[src/rtl/limit_counter_pkg.sv]
//----------------------------------------------------------------------------
// Module : limit_counter_pkg
// Brief  : Controller state codes and helpers shared by the controller and
//          the limit counter.
// Rev    : 1.0  initial release
//----------------------------------------------------------------------------
`default_nettype none

package limit_counter_pkg;

  // Controller state codes driven onto the 'state' input
  typedef enum logic [2:0] {
    S0 = 3'd0,  // idle
    S1 = 3'd1,  // run
    S2 = 3'd2   // done
  } ctrl_state_t;

  // Width needed to hold 0..n-1, never less than one bit
  function automatic int cnt_width(input int n);
    return (n > 1) ? $clog2(n) : 1;
  endfunction

endpackage

`default_nettype wire

[src/rtl/limit_counter_if.sv]
//----------------------------------------------------------------------------
// Module : limit_counter_if
// Brief  : Controller-to-counter bundle: control/sample inputs and the
//          counter status outputs.
// Rev    : 1.0  initial release
//----------------------------------------------------------------------------
`default_nettype none

interface limit_counter_if
  import limit_counter_pkg::*;
#(
  parameter int DIN_W = 8,
  parameter int CNT_W = 16,
  parameter int SUM_W = 16
);

  logic              sreset;
  ctrl_state_t       state;
  logic [DIN_W-1:0]  din;
  logic              limit;
  logic [CNT_W-1:0]  count;
  logic [SUM_W-1:0]  sum;
  logic              ovf;
  logic              busy;

  // Controller side
  modport master (
    output sreset, state, din,
    input  limit, count, sum, ovf, busy
  );

  // Counter side
  modport slave (
    input  sreset, state, din,
    output limit, count, sum, ovf, busy
  );

endinterface

`default_nettype wire

[src/rtl/limit_counter_tick_gen.sv]
//----------------------------------------------------------------------------
// Module : tick_gen
// Brief  : Prescaler. Counts 0..PRESCALE-1 while enabled and flags the last
//          count as a one-cycle tick; holds while disabled.
// Rev    : 1.0  initial release
//----------------------------------------------------------------------------
`default_nettype none

module tick_gen
  import limit_counter_pkg::*;
#(
  parameter int PRESCALE = 100
) (
  input  wire logic mclk,
  input  wire logic reset,
  input  wire logic en,
  output logic      tick
);

  localparam int              c_ps_w = cnt_width(PRESCALE);
  localparam logic [c_ps_w-1:0] c_last = c_ps_w'(PRESCALE - 1);

  logic [c_ps_w-1:0] r_cnt;
  logic              w_at_last;

  assign w_at_last = (r_cnt == c_last);
  assign tick      = en & w_at_last;

  // Advance and wrap while enabled; hold otherwise
  always_ff @(posedge mclk) begin
    if (reset) begin
      r_cnt <= '0;
    end else if (en) begin
      if (w_at_last) r_cnt <= '0;
      else           r_cnt <= r_cnt + 1'b1;
    end
  end

endmodule

`default_nettype wire

[src/rtl/limit_counter.sv]
//----------------------------------------------------------------------------
// Module : limit_counter
// Brief  : Counts prescaled ticks while the controller is in run, accumulates
//          a saturating sum of samples per tick and raises a sticky limit
//          flag once LIMIT ticks have been counted.
// Rev    : 1.0  initial release
//----------------------------------------------------------------------------
`default_nettype none

module limit_counter
  import limit_counter_pkg::*;
#(
  parameter int DIN_W    = 8,
  parameter int CNT_W    = 16,
  parameter int SUM_W    = 16,
  parameter int PRESCALE = 100,
  parameter int LIMIT    = 1000
) (
  input  wire logic       mclk,
  input  wire logic       reset,
  limit_counter_if.slave  bus
);

  // Internal sequencing; encoding is private to this block
  typedef enum logic [1:0] {
    IDLE  = 2'd0,
    COUNT = 2'd1,
    HIT   = 2'd2
  } fsm_t;

  localparam int               c_acc_w   = ((DIN_W > SUM_W) ? DIN_W : SUM_W) + 1;
  localparam logic [CNT_W-1:0] c_limit   = CNT_W'(LIMIT);
  localparam logic [SUM_W-1:0] c_sum_max = '1;

  fsm_t               r_fsm;
  logic [CNT_W-1:0]   r_count;
  logic [SUM_W-1:0]   r_sum;
  logic               r_ovf;
  logic               r_limit;
  logic               r_busy;

  logic               w_run;
  logic               w_tg_clr;
  logic               w_tg_en;
  logic               w_tick;
  logic [c_acc_w-1:0] w_acc;
  logic               w_sat;
  logic [SUM_W-1:0]   w_sum_next;
  logic [CNT_W-1:0]   w_count_inc;

  assign w_run = (bus.state == S1) && !bus.sreset;

  // Prescaler is held at zero outside COUNT and on any clear; inside COUNT
  // with run low (and no sreset) it simply stops, freezing progress.
  assign w_tg_clr = reset | bus.sreset | (r_fsm != COUNT);
  assign w_tg_en  = w_run & (r_fsm == COUNT);

  tick_gen #(
    .PRESCALE (PRESCALE)
  ) u_tick_gen (
    .mclk  (mclk),
    .reset (w_tg_clr),
    .en    (w_tg_en),
    .tick  (w_tick)
  );

  // Widened add exposes the carry used for saturation and the overflow flag
  assign w_acc       = c_acc_w'(r_sum) + c_acc_w'(bus.din);
  assign w_sat       = (w_acc > c_acc_w'(c_sum_max));
  assign w_sum_next  = w_sat ? c_sum_max : w_acc[SUM_W-1:0];
  assign w_count_inc = r_count + 1'b1;

  // Control FSM and registered datapath/status
  always_ff @(posedge mclk) begin
    if (reset || bus.sreset) begin
      r_fsm   <= IDLE;
      r_count <= '0;
      r_sum   <= '0;
      r_ovf   <= 1'b0;
      r_limit <= 1'b0;
      r_busy  <= 1'b0;
    end else begin
      case (r_fsm)
        IDLE: begin
          if (w_run) begin
            r_fsm  <= COUNT;
            r_busy <= 1'b1;
          end
        end
        COUNT: begin
          // Only reachable with count==LIMIT when LIMIT is zero
          if (r_count == c_limit) begin
            r_fsm   <= HIT;
            r_busy  <= 1'b0;
            r_limit <= 1'b1;
          end else if (w_tick) begin
            r_count <= w_count_inc;
            r_sum   <= w_sum_next;
            r_ovf   <= r_ovf | w_sat;
            if (w_count_inc == c_limit) begin
              r_fsm   <= HIT;
              r_busy  <= 1'b0;
              r_limit <= 1'b1;
            end
          end
        end
        HIT: begin
          // Results held until sreset or reset
          r_fsm <= HIT;
        end
        default: begin
          r_fsm  <= IDLE;
          r_busy <= 1'b0;
        end
      endcase
    end
  end

  assign bus.limit = r_limit;
  assign bus.count = r_count;
  assign bus.sum   = r_sum;
  assign bus.ovf   = r_ovf;
  assign bus.busy  = r_busy;

endmodule

`default_nettype wire

[src/flat_wrapper.sv]
// flat-port wrapper written by rule: the top's interface ports become plain ports
module limit_counter_flat import limit_counter_pkg::*;
#(
  parameter int DIN_W    = 8,
  parameter int CNT_W    = 16,
  parameter int SUM_W    = 16,
  parameter int PRESCALE = 100,
  parameter int LIMIT    = 1000
)
  (mclk, reset, bus_sreset, bus_state, bus_din, bus_limit, bus_count, bus_sum, bus_ovf, bus_busy);
  limit_counter_if #(.DIN_W(DIN_W), .CNT_W(CNT_W), .SUM_W(SUM_W)) bus_i ();
  input  wire logic mclk;
  input  wire logic reset;
  input wire logic [$bits(bus_i.sreset)-1:0] bus_sreset;
  input wire logic [$bits(bus_i.state)-1:0] bus_state;
  input wire logic [$bits(bus_i.din)-1:0] bus_din;
  output wire logic [$bits(bus_i.limit)-1:0] bus_limit;
  output wire logic [$bits(bus_i.count)-1:0] bus_count;
  output wire logic [$bits(bus_i.sum)-1:0] bus_sum;
  output wire logic [$bits(bus_i.ovf)-1:0] bus_ovf;
  output wire logic [$bits(bus_i.busy)-1:0] bus_busy;
  assign bus_i.sreset = bus_sreset;
  assign bus_i.state = bus_state;
  assign bus_i.din = bus_din;
  assign bus_limit = bus_i.limit;
  assign bus_count = bus_i.count;
  assign bus_sum = bus_i.sum;
  assign bus_ovf = bus_i.ovf;
  assign bus_busy = bus_i.busy;
  limit_counter #(.DIN_W(DIN_W), .CNT_W(CNT_W), .SUM_W(SUM_W), .PRESCALE(PRESCALE), .LIMIT(LIMIT)) u_core (.mclk(mclk), .reset(reset), .bus(bus_i));
endmodule
[config.mk]
export PLATFORM = sky130hd
export DESIGN_NAME = limit_counter_flat
export DESIGN_NICKNAME = d
export VERILOG_FILES = /design/src/rtl/limit_counter_pkg.sv /design/src/rtl/limit_counter_if.sv /design/src/rtl/limit_counter_tick_gen.sv /design/src/rtl/limit_counter.sv /design/src/flat_wrapper.sv
export SDC_FILE = /design/constraint.sdc
export NUM_CORES = 1
export LEC_CHECK = 0
export CORE_MARGIN = 10
export CORE_UTILIZATION = 53
export DETAILED_ROUTE_END_ITERATION = 10
export PLACE_DENSITY = 0.81
export RECOVER_POWER = 50
export SYNTH_ARGS = -nofsm -noshare
export SYNTH_HDL_FRONTEND = slang
export SYNTH_SLANG_ARGS = --single-unit
[constraint.sdc]
create_clock -name mclk -period 3.11 [get_ports mclk]
set_input_delay 0.622 -clock mclk [delete_from_list [all_inputs] [get_ports mclk]]
set_output_delay 0.622 -clock mclk [all_outputs]
set_load 0.01 [all_outputs]
After elaboration in Yosys (flattened, before gate mapping):

Index checks and enable logic that the tools add are counted.
W data, S select, Z words.

* eq/ne operators: 10
* order comparisons: 1
* reduce and logical (&&, ||, !) cells: 10
* add/subtract/negate cells: 3
* multiplexer cells: 15
* bitwise operators: 7

Operators by type and width (count)
* $eq A16 B10 Y1 const B: 2
* $add A16 B8 Y17: 1
* $gt A17 B16 Y1 const B: 1
* $add A16 B1 Y16 const B: 1
* $mux W16: 1
* $reduce_and A3 Y1: 3
* $mux W2: 4
* $add A7 B1 Y7 const B: 1
* $eq A7 B7 Y1 const B: 1
* $mux W1: 7
* $mux W7: 1
* $ne A3 B3 Y1 const B: 2
* $pmux W2 S3: 1
* $ne A2 B1 Y1 const B: 2
* $reduce_and A4 Y1: 1
* $reduce_bool A2 Y1: 2
* $eq A3 B1 Y1 const B: 1
* $or A1 B1 Y1: 3
* $pmux W1 S3: 1
* $and A1 B1 Y1: 2
* $eq A2 B1 Y1 const B: 1
* $eq A2 B2 Y1 const B: 1
* $logic_not A2 Y1: 1
* $not A1 Y1: 2
* other kinds (3): 3

* register bits after elaboration: 44
* input bits: 14
* logic and storage cells: 53

Longest topological paths before layout:

Gate-level depths: netlist of the first run.

* depth in word-level cells: 7
* mapped depth: 10
* gate-level depth less buffers: 10

Cells and area by module:

A second synthesis of the first run with hierarchy kept.

* cells, all modules: 306
* area total of the unflattened synthesis: 2626.3 sq um

Modules (own cells, without submodules)
* limit_counter: cells an instance 272, area each 2287.2 sq um, instances 1
* tick_gen: cells an instance 34, area each 339.1 sq um, instances 1

Worst setup path before layout of the first run:

No wires, ideal clock.

* path type: input to register
* start: input bus_state[1]
* end: register u_core.r_busy (netlist: u_core.bus.busy)
* arrival time: 2544 ps
* library setup time: 116 ps
* slack: 450 ps
* stages: 8
* path buffers: 1
* cell sequence: or4b_1 > buf_2 > nor4_4 > o2111ai_2 > a2111oi_4 > a21oi_2 > or3_1 > o211a_1

* longest elaborated chain between the ends: 6
* elaborated cells between the ends (all ways): 7
* classes of those cells: 3 x eq/ne; 2 x bitwise; 2 x reduce/logical

Ends and longest elaborated chain
* start, declared: RTL line flat_wrapper.sv:15 `input wire logic [$bits(bus_i.state)-1:0] bus_state;`
* $eq A3 B1 Y1 (*): RTL line limit_counter.sv:51 `assign w_run = (bus.state == S1) && !bus.sreset;`
* $logic_and A1 B1 Y1 (*): RTL line limit_counter.sv:51
* $and A1 B1 Y1: RTL line limit_counter.sv:56 `assign w_tg_en = w_run & (r_fsm == COUNT);`
* $and A1 B1 Y1: RTL line limit_counter_tick_gen.sv:27 `assign tick = en & w_at_last;`
* $ne A3 B3 Y1 (no source line)
* $reduce_and A4 Y1 (no source line) (*)
* end signal, assigned: RTL line limit_counter.sv:81 `r_busy <= 1'b0;`
* end signal, assigned: RTL line limit_counter.sv:87 `r_busy <= 1'b1;`
* end signal, assigned: RTL line limit_counter.sv:94 `r_busy <= 1'b0;`
* end, declared: RTL line limit_counter.sv:40 `logic r_busy;`

Mark *: on every way between the ends. The rest lies on a longest branch, timed or not.
A chain may end at the register's enable or synchronous reset.

Worst setup path in the final report of the first run:

* start: input bus_state[1]
* end: register u_core.r_fsm[1]

* longest elaborated chain between the ends: 6
* elaborated cells between the ends (all ways): 7
* classes of those cells: 3 x eq/ne; 2 x bitwise; 2 x reduce/logical

Ends and longest elaborated chain
* $eq A3 B1 Y1 (*): RTL line limit_counter.sv:51
* $logic_and A1 B1 Y1 (*): RTL line limit_counter.sv:51
* $and A1 B1 Y1: RTL line limit_counter.sv:56
* $and A1 B1 Y1: RTL line limit_counter_tick_gen.sv:27
* $ne A3 B3 Y1 (no source line)
* $reduce_and A3 Y1 (no source line) (*)
* end signal, assigned: RTL line limit_counter.sv:76 `r_fsm <= IDLE;`
* end signal, assigned: RTL line limit_counter.sv:86 `r_fsm <= COUNT;`
* end signal, assigned: RTL line limit_counter.sv:93 `r_fsm <= HIT;`
* end, declared: RTL line limit_counter.sv:35 `fsm_t r_fsm;`

Marked as above.

==> reports/results.tsv, run 1 <==
metric	value	unit
1st-iter DRT viols	187	
final hold violation count	0	
crit path launch type	primary input	
Slowest-stage cell, CP	or4b_1	
post-synthesis register bit count	44	
Worst Path Required	3.34	ns
Setup Viol. Count Final	0	
Worst Hold Class	flop to flop	
R2R depth	8	
WP data arrival	3.09	ns
count of non-filler cells in the finished layout	436	
Worst Slack Setup Final	0.2463	ns
ANT cells	0	
Crit. End Element	flop	
period utilization	92.08	%
Post-Layout Inst Area	3351	um2
met1 Use GR	18.05	%
hold buffer count at CTS	0	
CTS Buf Count	5	
Main synth FF type	dfxtp_1	
Peak VDD IR	0.2751	mV
num rows	25	
final WL	6474	um
Util after Layout	69.56	%
CTS clk-pin slew, worst paths	0.09	ns
CTS H-tree lvls	2	
RR Endpoint	u_core.r_fsm[1]	
CP max stage delay	0.60	ns
Initial Util	55.97	%
average wire per standard cell	14.85	um
worst-path maximum fanout	4	
Rel. slew slack	62.73	%
status	complete, no violations	
Peak Freq	349.2	MHz
post-CTS setup buffers	0	
post-CTS sizing	0	
GP Congestion	0.8766	
global route total overflow	0	
CP cell instances	clkdlybuf4s50_1 -> or4b_1 -> nor4_4 -> o2111ai_2 -> a2111oi_4 -> a21oi_2 -> buf_4 -> a21oi_1 -> mux2i_1	
total core area	4817	um2
IO Port Bufs	48	
post-synthesis cell area	2696	um2
Post-synth EDFFs	0	
number of remaining DRC errors	0	
first-pass GRT wire length	11180	um
RSZ-0062 raised after global routing	no	
die area	8340	um2
number of max-cap violations	0	
Filler Cell Count	439	
CTS tree	built	
Hold EP	u_core.bus.limit	
Overall Global Routing Usage	15.67	%
flop2flop setup slack	0.43	ns
Die Y	91.33	um
CTS root buffer	clkbuf_8	
Worst Clk Skew	0.01039	ns
vias in the first global route	2397	
Tot Pwr	1.044	mW
TritonRoute pass-1 iters	4	
via count	2440	
Setup TNS	0	ns
minimum clock period	2.864	ns
Seq/Total Area, Yosys	32.67	%
post-synthesis cell count	317	
Layout area overhead	24.27	%
clk_lat worst skew	0.29	ns
Sink Count	44	
YS warnings	0	
Vias/cell	5.596	
hold path depth	2	
Synth cell types	60	
Longest Clk Path Bufs	2	
DRT antenna net count	0	
initial antenna violation count	0	
Synth async-reset ratio	0	%
PwrDens	311.6	nW/um2
dpl hpwl	4937	um
slew at the pin with the worst max-slew slack	0.5591	ns
met3 usage	6.008	%
syn avg cell area	8.506	um2
Synthesized Nets	347	
fin nets	398	
RR Startpoint	u_core.bus.count[0]	
met2 usage	26.01	%
Die Wd	91.33	um
min-delay src	u_core.bus.limit	
Pleak	1.390	nW
post-place instance area	3247	um2
Setup CP Type	primary input to flop	
busiest grt layer	met2	
worst hold margin	0.4470	ns
proportion of layout cells with a drive suffix above 1	9.756	%
worst slack, placed	-0.04938	ns
Slew Limit Fails	0	
largest net degree at the start of global routing	29	
dpl cells	428	
I/O pins	49	
## sequential cells by signal, indices dropped and copies added (netlist names)
signal and count:
u_core.bus.busy 1, u_core.bus.count 16, u_core.bus.limit 1, u_core.bus.ovf 1
u_core.bus.sum 16, u_core.r_fsm 2, u_core.u_tick_gen.r_cnt 7
## critical path: cells and delay by family
kind | cells | cell delay, ns
AO/OA/AOI/OAI | 4 | 0.72
multiplexers | 1 | 0.19
AND/OR/NAND/NOR | 2 | 0.98
buffers and inverters | 2 | 0.58
## layout make-up
class,count,area [um2],area share (%)
Multi-Input combinational cell,242,1659,49.51
Sequential cell,44,880.8,26.29
Timing Repair Buffer,59,559.3,16.69
Tap cell,67,83.83,2.502
Clock buffer,6,72.57,2.166
Inverter,16,60.06,1.792
Clock inverter,2,35.03,1.046
## cells by family after synthesis
logic type               synth area share (%)
flip-flops                              32.67
AND/OR/NAND/NOR                         24.46
XOR/XNOR                                9.420
AO/OA/AOI/OAI                           18.84
buffers and inverters                   5.800
multiplexers                            1.114
adder cells (fa/ha/maj)                 7.703
## power by group
group	leakage, nW	internal (mW)	total (mW)	switching [mW]
Combinational	0.980	0.0268	0.0493	0.0225
Clock	0.0552	0.239	0.431	0.193
Sequential	0.354	0.563	0.563	0.000232
## synthesized netlist by cell type, drive strengths merged, types with 8 or more instances
cell type	n	area share (%)
dfxtp	44	33
nor2	39	5.4
a21oi	23	4.4
nand2	22	3.1
inv	16	2.2
xor2	16	5.2
ha	15	7.0
o21ai	15	2.8
xnor2	13	4.2
nand3	12	2.2
buf	11	3.0
and3	8	1.9
## worst max-delay path by stage
| stage | slack, ns | from | end | depth (start not counted) |
|---|---|---|---|---|
| 2_1_floorplan | 0.45 | bus_state[1] | u_core.bus.busy | 8 |
| 3_3_place_gp | 0.03 | bus_state[1] | u_core.bus.busy | 8 |
| 3_5_place_dp | -0.05 | bus_state[1] | u_core.r_fsm[1] | 9 |
| 4_1_cts | 0.25 | bus_state[1] | u_core.r_fsm[1] | 9 |
| 5_1_grt | 0.07 | bus_din[0] | u_core.bus.sum[1] | 11 |
| 6_report | 0.25 | bus_state[1] | u_core.r_fsm[1] | 9 |
## layer usage
metal  wire (um)  share of wire, %  up-vias
li1            -                 -     1226
met1        2750                42     1141
met2        3136                48       62
met3         481               7.4       11
met4         106               1.6        0
met5           0                 0        -
## layout by cell type, fill, tap and decap left out, types with 6 or more instances in the layout
cell type        count
a21oi_1             22
and3_1               8
buf_4               10
clkdlybuf4s50_1     13
dfxtp_1             44
dlygate4sd3_1       35
ha_1                15
inv_1               16
nand2_1             22
nand3_1             12
nand4_1              6
nor2_1              39
o21ai_0             15
or3_1                7
xnor2_1             13
xor2_1              16
(Power assumes the default switching activity.)
==> run 2: changes to the inputs <==
- SLEW_MARGIN: not set -> 20
==> results of run 2 <==
The final DEF is identical to that of run 1; final timing and power are the same.
